### config.mk
export PLATFORM = sky130hd
export DESIGN_NAME = chunked_adder_seq
export DESIGN_NICKNAME = d
export VERILOG_FILES = /design/src/rtl/chunked_adder_pkg.sv /design/src/rtl/chunk_add.sv /design/src/rtl/chunked_adder_seq.sv
export SDC_FILE = /design/constraint.sdc
export NUM_CORES = 1
export LEC_CHECK = 0
export ABC_AREA = 1
export BUFFER_PORTS_ARGS = -buffer_cell sky130_fd_sc_hd__buf_2
export CORE_ASPECT_RATIO = 0.75
export CORE_MARGIN = 2
export CORE_UTILIZATION = 41
export DETAILED_ROUTE_END_ITERATION = 10
export GPL_TIMING_DRIVEN = 0
export HOLD_SLACK_MARGIN = 0.08
export SYNTH_ARGS = -nofsm -noshare
export SYNTH_HDL_FRONTEND = slang
export SYNTH_SLANG_ARGS = --single-unit
### constraint.sdc
create_clock -name clk -period 2.2 [get_ports clk]
set_input_delay 0.11 -clock clk [delete_from_list [all_inputs] [get_ports clk]]
set_output_delay 0.11 -clock clk [all_outputs]
set_load 0.01 [all_outputs]
### src/rtl/chunked_adder_pkg.sv
// Shared types and elaboration helpers for the chunked sequential adder.
package chunked_adder_pkg;

    typedef enum logic [1:0] {
        IDLE = 2'd0,
        RUN  = 2'd1,
        DONE = 2'd2
    } state_t;

    function automatic int nchunk(input int width, input int chunk);
        return (chunk > 0) ? width / chunk : 1;
    endfunction

    // One spare bit so the counter can also hold NCHUNK itself.
    function automatic int cnt_width(input int n);
        return $clog2(n) + 1;
    endfunction

endpackage

### src/rtl/chunk_add.sv
// Combinational CHUNK-bit adder slice with carry-out and carry into its top bit.
module chunk_add #(
    parameter int W = 4
) (
    input  logic [W-1:0] x,
    input  logic [W-1:0] y,
    input  logic         ci,
    output logic [W-1:0] sum,
    output logic         co,
    output logic         c_msb
);

    logic [W:0] full;

    assign full  = {1'b0, x} + {1'b0, y} + {{W{1'b0}}, ci};
    assign sum   = full[W-1:0];
    assign co    = full[W];
    // The top sum bit is x ^ y ^ carry_in, so the carry into it falls out by XOR.
    assign c_msb = x[W-1] ^ y[W-1] ^ full[W-1];

endmodule

### src/rtl/chunked_adder_seq.sv
// Multi-cycle adder: CHUNK bits per clock, LSB chunk first, valid/ready on both sides.
// Optional subtraction (a - b) enabled by defining SUBTRACT_EN.
module chunked_adder_seq
    import chunked_adder_pkg::*;
#(
    parameter int WIDTH = 16,
    parameter int CHUNK = 4
) (
    input  logic             clk,
    input  logic             rst,
    input  logic             in_valid,
    output logic             in_ready,
    input  logic [WIDTH-1:0] a,
    input  logic [WIDTH-1:0] b,
    input  logic             cin,
`ifdef SUBTRACT_EN
    input  logic             sub,
`endif
    output logic             out_valid,
    input  logic             out_ready,
    output logic [WIDTH-1:0] s,
    output logic             cout,
    output logic             ovf
);

    localparam int NCHUNK = nchunk(WIDTH, CHUNK);
    localparam int CW     = cnt_width(NCHUNK);

    if (CHUNK < 1 || WIDTH < CHUNK || (WIDTH % CHUNK) != 0) begin : g_bad_params
        $error("chunked_adder_seq: WIDTH must be a positive multiple of CHUNK");
    end

    state_t           state;
    logic [CW-1:0]    cnt;
    logic [WIDTH-1:0] a_reg;
    logic [WIDTH-1:0] b_reg;
    logic [WIDTH-1:0] s_reg;
    logic             carry;
    logic             cout_reg;
    logic             ovf_reg;

    logic [WIDTH-1:0] b_in;
    logic             carry_in;
    logic [CHUNK-1:0] a_chunk;
    logic [CHUNK-1:0] b_chunk;
    logic [CHUNK-1:0] sum_chunk;
    logic             co;
    logic             c_msb;
    logic             last_chunk;

    // Subtraction is a + ~b + 1, so it only changes what gets latched at accept.
`ifdef SUBTRACT_EN
    assign b_in     = sub ? ~b : b;
    assign carry_in = sub ? 1'b1 : cin;
`else
    assign b_in     = b;
    assign carry_in = cin;
`endif

    assign a_chunk    = a_reg[int'(cnt)*CHUNK +: CHUNK];
    assign b_chunk    = b_reg[int'(cnt)*CHUNK +: CHUNK];
    assign last_chunk = (cnt == CW'(NCHUNK - 1));

    chunk_add #(.W(CHUNK)) u_chunk_add (
        .x     (a_chunk),
        .y     (b_chunk),
        .ci    (carry),
        .sum   (sum_chunk),
        .co    (co),
        .c_msb (c_msb)
    );

    always_ff @(posedge clk or posedge rst) begin
        if (rst) begin
            state     <= IDLE;
            cnt       <= '0;
            a_reg     <= '0;
            b_reg     <= '0;
            s_reg     <= '0;
            carry     <= 1'b0;
            cout_reg  <= 1'b0;
            ovf_reg   <= 1'b0;
            in_ready  <= 1'b1;
            out_valid <= 1'b0;
        end else begin
            case (state)
                IDLE: begin
                    if (in_valid) begin
                        a_reg    <= a;
                        b_reg    <= b_in;
                        carry    <= carry_in;
                        cnt      <= '0;
                        in_ready <= 1'b0;
                        state    <= RUN;
                    end
                end
                RUN: begin
                    s_reg[int'(cnt)*CHUNK +: CHUNK] <= sum_chunk;
                    carry <= co;
                    cnt   <= cnt + CW'(1);
                    if (last_chunk) begin
                        cout_reg  <= co;
                        ovf_reg   <= c_msb ^ co;
                        out_valid <= 1'b1;
                        state     <= DONE;
                    end
                end
                DONE: begin
                    // Return to IDLE rather than re-accepting here keeps in_ready registered.
                    if (out_ready) begin
                        out_valid <= 1'b0;
                        in_ready  <= 1'b1;
                        state     <= IDLE;
                    end
                end
                default: begin
                    state     <= IDLE;
                    in_ready  <= 1'b1;
                    out_valid <= 1'b0;
                end
            endcase
        end
    end

    assign s    = s_reg;
    assign cout = cout_reg;
    assign ovf  = ovf_reg;

endmodule

# Word-level counts from Yosys, hierarchy flattened
# Index checks and enable logic that the tools add are counted.
# totals
input_bits	37
ff_bits	58
# op_classes
reduce_logical	8
muxes	15
eq_ne	6
n_bitwise	5
n_addsub	4
shifts	4
# op_table
operator	count
negation 5 -> 33 bit	1
variable shift 4 x 33 -> 16 bit, first input constant	1
indexed part select 4 x 33 -> 16 bit	1
indexed part select 16 x 6 -> 4 bit	2
bitwise mux 16 bit	1
AND reduction 3 bit	3
2-to-1 mux 2 bit	3
inequality test 2 bit, second input constant	3
case mux 1 bit (3 select lines)	2
case mux 2 bit (3 select lines)	1
case mux 3 bit (2 select lines)	1
AND reduction 2 bit	3
adder 4 x 4 -> 5 bit	1
adder 5 x 1 -> 5 bit	1
2-to-1 mux 1 bit	5
adder 3 x 1 -> 3 bit, second input constant	1
== test 3 x 2 -> 1 bit, second input constant	1
2-to-1 mux 3 bit	1
XOR 1 bit	3
== test 2 x 1 -> 1 bit, second input constant	1
== test 2 bit, second input constant	1
logical NOT 2 bit	1
NOT 1 bit	2
case mux 1 bit (2 select lines)	1
nonzero test 2 bit	1

# Longest topological paths before layout
# Gate-level depths: netlist of the first run.
# depth
word_depth	5
depth_mapped	13
depth_no_buf	12

# Cells and area by module
# A second synthesis of the first run with hierarchy kept.
# hier_totals
cells_unflattened	351
hier_area_um2	2849.0
# modules_own_cells
mod	cells_per_inst	area_per_inst_um2	instances
chunked_adder_seq	325	2680.1	1
chunk_add	26	168.9	1

# Worst setup path before layout of the first run
# OpenSTA, ideal clock, no wires.
# synth_path
kind	reg2reg
from	register cnt[0]
to	register s_reg[10], in the netlist s[10]
path_slack_ns	-0.038
path_stages_with_launch	11
t_required_ns	2.129
period_less_slack_ns	2.238
arrival_ns	2.167
path_cell_list	dfrtp_1 > buf_4 > clkbuf_1 > nand2_1 > o211ai_1 > a21oi_1 > fa_1 > fa_1 > xor2_1 > nor2_1 > nor2_1
# synth_between
elab_chain_cells	5
# synth_lines
item	line	text
start: declaration	chunked_adder_seq.sv:34	logic [CW-1:0] cnt;
start signal: assignment	chunked_adder_seq.sv:100	cnt <= cnt + CW'(1);
indexed part select 16 x 6 -> 4 bit, on equally long branches	chunked_adder_seq.sv:60, chunked_adder_seq.sv:61	
adder 4 x 4 -> 5 bit	chunk_add.sv:15	assign full = {1'b0, x} + {1'b0, y} + {{W{1'b0}}, ci};
adder 5 x 1 -> 5 bit	chunk_add.sv:15	
indexed part select 4 x 33 -> 16 bit	chunked_adder_seq.sv:98	s_reg[int'(cnt)*CHUNK +: CHUNK] <= sum_chunk;
bitwise mux 16 bit (*)	chunked_adder_seq.sv:98	
end signal: indexed assignment	chunked_adder_seq.sv:98	
end: declaration	chunked_adder_seq.sv:37	logic [WIDTH-1:0] s_reg;
# Mark *: on every way between the ends. The rest lies on a longest branch, timed or not.
# A chain may end at the register's enable or synchronous reset.

# Final worst setup path of the first run
# Ends and elaborated chain as after synthesis.

==> metrics.cfg, run 1 <==
[global_routing]
busiest_layer=met2
met1_usage=0.293
use_met2=0.300
grt_max_degree=37
grt_use_met3=0.0633
first_global_vias=2509
gr-usage-all-layers=0.206
grt_overflow_total=0
grt_pass1_wl_mm=11.7
antenna_found_initial=0

[timing]
relSlewSlack=0.621
setup_violations=11
slew_viol_final=0
min_period_ps=2330
fin_ws_ps=-126
tightest_slew_ps=566
finalHoldWorstSlack_ps=141
fin_crit_sh=1.06
clock.fmax_mhz=430
fin_skew_ps=6.74
rsz0062_at_grt=yes
hold_violations=0

[routing]
vias_per_cell=4.83
first_iter_violations=159
ant_nets=0
first_pass_iters=4
avgRoutedWirePerCell_um=13.5
drcViolationCount=0
wl_mm=7.33
vias=2619

[placement]
place_inst=479
numPortBuffers=56
dpl.hpwl_mm=4.91
place_congestion=0.857
post-place-ws_ps=-258

[yosys]
syn_avg_cell_area_um2=8.16
yosysUniqueCellTypes=24
ys_seq_area_frac=0.522
synth-seq-cells=58
yosysWarnings=0
synth_area_mm2=0.00278
synthesis.nets=387
synth_cells=341

[layout]
fillers=582
nets=503
syn_to_final_growth_pct=42.3
diodes=0
drive_gt1_frac=0.269
final_util=0.615
final_common_cell=nand2_1
final_cell_mix=nand2_1 (125), buf_2 (61), dfrtp_1 (56)
layout.cells.non_filler=542

[worst_setup_path]
cpPeakStageDelay_ps=430
setup.worst_path.start=cnt[0]
cpMaxStageDelayCell=fa_2
rr_startpoint=cnt[0]
required_ps=2430
start_kind=register
worstPathArrival_ps=2550
r2r_cells=10
worstPathMaxFanout=10
cpMostUsedCell=nor2_1
path_class=reg -> reg
critPathCaptureType=register
worstPathCellList=buf_6 -> inv_1 -> buf_4 -> nor2_1 -> o22ai_2 -> fa_2 -> fa_2 -> xor2_4 -> nor2_1 -> nor2_1

[power_and_ir_drop]
power.density_mw_per_mm2=1620
power_leakage_uw=0.00207
power_uw=6420
ir_drop_mv=0.642

[clock_tree]
cts_tree=yes
cts_made_buffers=9
htreeDepth=3
ctsRootBufferMaster=clkbuf_8
clkSinkCount=58
clkTransAtPathRegs_ps=60
clk_latency_ps=340
clockBufferDepth=2

[flow_run]
max_cap_viol_count=0

[hold_path]
holdCritPathClass=in -> reg
hold_depth=4
min-delay-start=in_valid

[status]
violations=setup timing
status=finished, violations left

[floorplan]
num_rows=25
core_mm2=0.00644
chipWidth_um=99.1
initial_core_util=0.432
dieArea_mm2=0.00747
io_pins=57
die_h_um=75.3

[power by group]
part	internal (uW)	total [uW]	leakage (uW)	switching [uW]
combinational	1530	3610	0.00125	2080
sequential	1570	1880	0.000720	317
clock	521	922	0.000101	401
[through the flow]
step	setup TNS, ps	area (um2)
floorplan	0	2790
global placement	-11660	3180
detailed placement	-2540	3200
CTS	-1300	3820
global route	-2050	3960
finish	-912	3960
[cell usage after synthesis]
cell type	instances	area [um2]
clkbuf_1	2	7.51
inv_2	1	3.75
o31ai_1	1	7.51
clkbuf_2	1	5.00
inv_1	35	131
o22ai_1	4	25.0
a21oi_1	10	50.1
dfrtp_1	57	1430
nor2_8	1	20.0
o211ai_1	4	30.0
nand3_1	10	50.1
nor3_4	2	32.5
nand4_1	3	18.8
buf_6	1	11.3
buf_2	6	30.0
buf_4	2	15.0
fa_1	2	40.0
nand3b_1	1	7.51
nand2_1	128	480
o21ai_0	31	155
nor2_1	30	113
ha_1	7	87.6
dfstp_2	1	26.3
xor2_1	1	8.76
[per-layer routing]
metal | vias to the layer above | share of wire
met3 | 7 | 0.063
met5 | - | 0
met4 | 0 | 0.013
met1 | 1240 | 0.48
li1 | 1302 | -
met2 | 70 | 0.44
[path summary, 6_finish.rpt]
| kind | end | slack, ps |
|---|---|---|
| setup / recovery | s[10] | -130 |
| hold / removal | in_ready | 140 |
| setup reg to reg | s[10] | -130 |
| hold reg to reg | in_ready | 470 |
| max in group asynchronous | cnt[1] | 1270 |
| min in group asynchronous | a_reg[7] | 350 |
[kinds of logic after synthesis]
family          after synthesis  share of synthesized area
compound gates               50                     0.0962
fa+ha+maj                     9                     0.0459
flops                        58                      0.522
simple gates                175                      0.259
buf+inv                      48                     0.0733
xor+xnor                      1                    0.00315
[final cells by class]
class	count	area (um2)	share of cell area
plain buffers	12	93.8	0.0237
clock buffers	13	179	0.0452
multi-input cells	235	1220	0.309
well taps	81	101	0.0256
repair buffers	105	761	0.192
flip-flops and latches	58	1450	0.367
clock inverters	2	10.0	0.00253
inverters	36	138	0.0348
[worst max-delay path, delay by kind of cell, from the launching register on]
kind	cells	cell delay, ps
AOI/OAI and AO/OA	1	120
xor gates and xnor gates	1	190
adders and majority gates	2	830
buffers and inverters	3	370
DFF	1	380
and+or+nand+nor	3	330
[timing repair]
item                                    4_1_cts  5_1_grt
endpoints found under the setup margin       15       15
pin swaps                                    17       10
gates cloned                                  0        0
setup buffers                                 4        9
endpoints found under the hold margin        55        0
hold buffers                                 35        0
gates resized for setup                      20       21
Note: power is estimated with default switching activity, not from simulation.
==> run 2: changes to the inputs <==
--- a/config.mk
+++ b/config.mk
@@ -7,7 +7,6 @@
 export LEC_CHECK = 0
 export ABC_AREA = 1
 export BUFFER_PORTS_ARGS = -buffer_cell sky130_fd_sc_hd__buf_2
-export CORE_ASPECT_RATIO = 0.75
 export CORE_MARGIN = 2
 export CORE_UTILIZATION = 41
 export DETAILED_ROUTE_END_ITERATION = 10
==> constraint.sdc (replaced) <==
create_clock -name clk -period 3 [get_ports clk]
set_input_delay 0.15 -clock clk [delete_from_list [all_inputs] [get_ports clk]]
set_output_delay 0.15 -clock clk [all_outputs]
set_load 0.01 [all_outputs]
==> metrics.cfg, run 2 (synthesis gave the netlist of run 1 again) <==
[timing]
finalHoldWorstSlack_ps=110  ; -31.5 ps
setup_violations=0  ; -11
timing.setup.tns_ps=0  ; +912 ps
rsz0062_at_grt=no
fin_skew_ps=9.33  ; +2.59 ps
clock.fmax_mhz=371  ; -14%
min_period_ps=2690  ; +368 ps
relSlewSlack=0.508  ; -0.113
hold_violations=0  ; unchanged
tightest_slew_ps=736  ; +170 ps
slew_viol_final=0  ; unchanged
fin_crit_sh=0.898  ; -0.159

[floorplan]
io_pins=57  ; unchanged
core_mm2=0.00668  ; +3.7%
initial_core_util=0.416  ; -0.0154
die_h_um=86.4  ; +15%
dieArea_mm2=0.00746  ; about the same
chipWidth_um=86.4  ; -13%
num_rows=30  ; +20%

[routing]
wl_mm=6.42  ; -12%
first_pass_iters=4  ; unchanged
vias=2458  ; -6.1%
drcViolationCount=0  ; unchanged
avgRoutedWirePerCell_um=12.2  ; -9.8%
vias_per_cell=4.67  ; -3.3%
ant_nets=0  ; unchanged
first_iter_violations=116  ; -27%

[power_and_ir_drop]
power.density_mw_per_mm2=1070  ; -34%
power_leakage_uw=0.00195  ; -5.8%
ir_drop_mv=0.454  ; -29%

[worst_setup_path]
path_class=reg -> reg
critPathCaptureType=register
setup.worst_path.start=cnt[0]
worstPathMaxFanout=10  ; unchanged
rr_startpoint=cnt[0]
required_ps=3270  ; +840 ps
worstPathArrival_ps=2960  ; +410 ps
start_kind=register

[layout]
diodes=0  ; unchanged
fillers=660  ; +13%
syn_to_final_growth_pct=32.1
nets=489  ; -2.8%
drive_gt1_frac=0.186  ; -0.0829
layout.cells.non_filler=526  ; -3.0%
final_cell_mix=nand2_1 (128), buf_2 (62), dfrtp_1 (57)
final_common_cell=nand2_1

[placement]
numPortBuffers=56  ; unchanged
place_congestion=0.838  ; -2.2%
dpl.hpwl_mm=4.72  ; -3.8%
place_inst=478  ; -0.21%

[hold_path]
min-delay-start=out_ready
holdCritPathClass=in -> reg

[global_routing]
grt_overflow_total=0  ; unchanged
first_global_vias=2472  ; -1.5%
grt_pass1_wl_mm=11.2  ; -4.6%
grt_max_degree=35  ; -5.4%
antenna_found_initial=0  ; unchanged
gr-usage-all-layers=0.194  ; -0.0113

[clock_tree]
htreeDepth=3  ; unchanged
post_cts_buffers=0  ; -4
cts_made_buffers=9  ; unchanged
cts_tree=yes
clockBufferDepth=2  ; unchanged
clk_latency_ps=340  ; about the same
clkSinkCount=58  ; unchanged
clkTransAtPathRegs_ps=60  ; about the same
ctsRootBufferMaster=clkbuf_8

[flow_run]
max_cap_viol_count=0  ; unchanged

[status]
status=finished, final reports clean

## run 2: cell count changes in the layout (fill, tap and decap cells not counted), sizes merged
cell and change:
buf -15, clkbuf +3, clkinv -2, dlygate4sd3 -1
## run 2: power by group
group          leakage (uW)  total [uW]  switching [uW]  internal [uW]
Sequential         0.000722        1350             203           1150
Combinational       0.00116        1990            1260            730
Clock             0.0000766         595             281            314
## run 2: layout make-up
cell class | instances | area, um2 | area share
Buffer | 12 | 68.8 | 0.0187
Clock buffer | 14 | 153 | 0.0415
Timing Repair Buffer | 91 | 641 | 0.174
Sequential cell | 58 | 1450 | 0.395
Multi-Input combinational cell | 235 | 1130 | 0.306
Inverter | 36 | 135 | 0.0368
Tap cell | 80 | 100 | 0.0272
## run 2: timing repair
| action | CTS | global route |
|---|---|---|
| hold buffers | 34 | 0 |
| resized for setup | 0 | 0 |
| hold endpoints to repair | 65 | 0 |
## run 2: worst max-delay path: stages (launching register included)
cell	delay (ps)
dfrtp_1	350
buf_4	180
inv_1	60
buf_2	180
o21ai_0	300
a21oi_1	160
fa_1	430
fa_1	410
xor2_1	340
nor2_1	100
nor2_1	110
## run 2: stage by stage
stage	worst slack, ps	instance area [um2]	power [uW]	utilization
finish	306	3680	3940	0.550
detailed placement	370	3180	3330	0.476
global placement	360	3160	3270	0.473
global route	118	3680	4350	0.550
CTS	348	3680	3980	0.550
floorplan	762	2780	2730	-
## run 2: layer usage
| metal | vias up | share of wire | GRT usage | wire length, um |
|---|---|---|---|---|
| met5 | - | 0 | 0 | 0 |
| met4 | 0 | 0.029 | 0.111 | 184 |
| met3 | 17 | 0.034 | 0.0390 | 221 |
| met2 | 53 | 0.46 | 0.313 | 2940 |
| met1 | 1110 | 0.48 | 0.244 | 3080 |
| li1 | 1278 | - | - | - |
## run 2: worst paths after layout
kind | to | slack, ps | cells past startpoint
worst max-delay path | s[10] | 310 | 10
worst min-delay path | state[1] | 110 | 4
worst max register to register | s[10] | 310 | 10
worst min register to register | s[14] | 470 | 2
max in group asynchronous | b_reg[0] | 1930 | 4
min in group asynchronous | a_reg[12] | 480 | 3
==> run 3: changes to the inputs <==
--- a/config.mk
+++ b/config.mk
@@ -14,4 +14,5 @@
 export HOLD_SLACK_MARGIN = 0.08
 export SYNTH_ARGS = -nofsm -noshare
 export SYNTH_HDL_FRONTEND = slang
+export SYNTH_HIERARCHICAL = 1
 export SYNTH_SLANG_ARGS = --single-unit
==> metrics.cfg, run 3 <==
[status]
status=finished, final reports clean

[timing]
relSlewSlack=0.634  ; +0.126
fin_crit_sh=0.933  ; +0.0353
setup_violations=0  ; unchanged
hold_violations=0  ; unchanged
tightest_slew_ps=548  ; -189 ps
timing.setup.tns_ps=0  ; unchanged
fin_skew_ps=7.75  ; -1.58 ps
rsz0062_at_grt=no
slew_viol_final=0  ; unchanged
finalHoldWorstSlack_ps=277  ; +167 ps
min_period_ps=2800  ; +106 ps
clock.fmax_mhz=357  ; -3.8%

[layout]
final_common_cell=nand2_1
multi_input_area_mm2=0.00120  ; +6.6%
syn_to_final_growth_pct=32.1  ; about the same
regArea_mm2=0.00145  ; unchanged
layout.cells.non_filler=539  ; +2.5%
fillers=679  ; +2.9%
drive_gt1_frac=0.205  ; +0.0187
final_cell_mix=nand2_1 (127), buf_2 (63), dfrtp_1 (57)
diodes=0  ; unchanged
nets=502  ; +2.7%

[power_and_ir_drop]
power.density_mw_per_mm2=1100  ; +2.5%
power_leakage_uw=0.00200  ; +2.3%
ir_drop_mv=0.556  ; +22%

[routing]
first_pass_iters=4  ; unchanged
avgRoutedWirePerCell_um=12.6  ; +3.2%
vias=2551  ; +3.8%
vias_per_cell=4.73  ; +1.3%
wl_mm=6.79  ; +5.8%
drcViolationCount=0  ; unchanged
first_iter_violations=88  ; -24%
ant_nets=0  ; unchanged

[clock_tree]
cts_made_buffers=9  ; unchanged
post_cts_buffers=0  ; unchanged
clockBufferDepth=2  ; unchanged
ctsRootBufferMaster=clkbuf_8
clk_latency_ps=350  ; about the same
clkSinkCount=58  ; unchanged
htreeDepth=3  ; unchanged
cts_tree=yes
clkTransAtPathRegs_ps=70  ; about the same

[placement]
place_congestion=0.798  ; -4.8%
place_inst=488  ; +2.1%
numPortBuffers=56  ; unchanged
dpl.hpwl_mm=4.87  ; +3.2%

[yosys]
syn_avg_cell_area_um2=8.12  ; -0.53%
synth-seq-cells=58  ; unchanged
synth_top_area_cell=dfrtp_1
ys_seq_area_frac=0.510  ; -0.0122
synthFlopType=dfrtp_1
synth_common_cells=nand2_1 (127), dfrtp_1 (57), o21ai_0 (29)
yosysUniqueCellTypes=26  ; +8.3%
synth_most_common_cell=nand2_1
synth_area_leaders=dfrtp_1 (50%), nand2_1 (17%), o21ai_0 (5.1%)
synth_area_mm2=0.00285  ; +2.4%
synth_top_area_share=0.501  ; -0.0119
synth_edf_count=0  ; unchanged
synth_cells=351  ; +2.9%
yosysWarnings=6  ; +6
synthesis.nets=399  ; +3.1%
ys_async_sr_fraction=1.00  ; unchanged

[global_routing]
antenna_found_initial=0  ; unchanged
first_global_vias=2490  ; +0.73%
grt_max_degree=34  ; -2.9%
grt_pass1_wl_mm=11.4  ; +1.7%
grt_overflow_total=0  ; unchanged
gr-usage-all-layers=0.197  ; +0.00214

[worst_setup_path]
cpPeakStageDelay_ps=430  ; about the same
path_class=reg -> reg
critPathCaptureType=register
cpMaxStageDelayCell=fa_1
required_ps=3230  ; -40 ps
worstPathCellList=buf_2 -> inv_1 -> buf_2 -> nor2_1 -> o21ai_0 -> fa_1 -> inv_1 -> fa_1 -> o21ai_1 -> xnor2_1 -> o21ai_0
rr_startpoint=cnt[0]
worstPathMaxFanout=11  ; +1
start_kind=register
worstPathArrival_ps=3030  ; +70 ps
setup.worst_path.start=cnt[0]

[flow_run]
max_cap_viol_count=0  ; unchanged

[floorplan]
die_h_um=87.4  ; +1.1%
io_pins=57  ; unchanged
dieArea_mm2=0.00763  ; +2.3%
num_rows=30  ; unchanged
chipWidth_um=87.4  ; +1.1%
initial_core_util=0.422  ; +0.00519
core_mm2=0.00676  ; +1.1%

[hold_path]
holdCritPathClass=in -> reg
min-delay-start=in_valid

==> run 3: cell types whose count changed after synthesis, sizes merged, moves of 3 or more <==
cell   before  now
a21oi      10    7
buf         9   12
inv        36   31
nand3      10   17
nand4       3    7
nor2       31   28
o21ai      31   39
==> run 3: path summary, 6_finish.rpt <==
kind	slack [ps]	depth (start not counted)	endpoint
worst max register to register	200	11	ovf
worst min register to register	460	2	in_ready
max in group asynchronous	2050	4	b_reg[11]
worst min-delay path	280	4	carry
worst max-delay path	200	11	ovf
min in group asynchronous	390	3	state[1]
==> run 3: final cells by class <==
type / count / share of cell area
clock buffers: 12 / 0.0359
well taps: 80 / 0.0266
clock inverters: 4 / 0.00532
repair buffers: 92 / 0.173
plain buffers: 14 / 0.0233
inverters: 31 / 0.0309
flip-flops and latches: 58 / 0.386
multi-input cells: 248 / 0.319
==> run 3: logic make-up after synthesis <==
kind of cell / count (synthesis) / share of synthesized area
and+or+nand+nor: 182 / 0.261
DFF: 58 / 0.510
AOI/OAI and AO/OA: 53 / 0.0975
buffers and inverters: 45 / 0.0716
adders and majority gates: 11 / 0.0536
xor gates and xnor gates: 2 / 0.00615
==> run 3: timing repair <==
| action | 4_1_cts | 5_1_grt |
|---|---|---|
| endpoints found under the setup margin | 0 | 2 |
| gates resized for setup | 0 | 2 |
| endpoints found under the hold margin | 59 | 0 |
| hold buffers | 35 | 0 |
==> run 3: metal layers <==
layer,vias up,share of wire,track usage
met5,-,0,0
met4,0,0.017,0.0839
met3,8,0.047,0.0521
met2,62,0.46,0.313
met1,1159,0.47,0.252
li1,1322,-,-
==> run 3: power by group <==
group	switching (uW)	total (uW)	leakage [uW]	internal, uW
clock network	312	606	0.0000839	294
logic	1400	2210	0.00118	817
registers	180	1310	0.000735	1130
total	1890	4130	0.00200	2240
==> run 3: worst max-delay path: cells and delay by family (launching register included) <==
kind | cells | cell delay (ps)
and+or+nand+nor | 1 | 60
xor gates and xnor gates | 1 | 190
adders and majority gates | 2 | 720
AOI/OAI and AO/OA | 3 | 690
buffers and inverters | 4 | 630
DFF | 1 | 410
==> run 3: metrics by stage <==
stage / setup WS [ps] / area, um2 / power (uW) / utilization
6_report: 200 / 3760 / 4130 / 0.557
5_1_grt: 15.5 / 3760 / 4540 / 0.557
4_1_cts: 93.8 / 3750 / 4120 / 0.556
3_5_place_dp: 110 / 3250 / 3470 / 0.481
3_3_place_gp: 125 / 3230 / 3420 / 0.478
2_1_floorplan: 587 / 2850 / 2850 / -
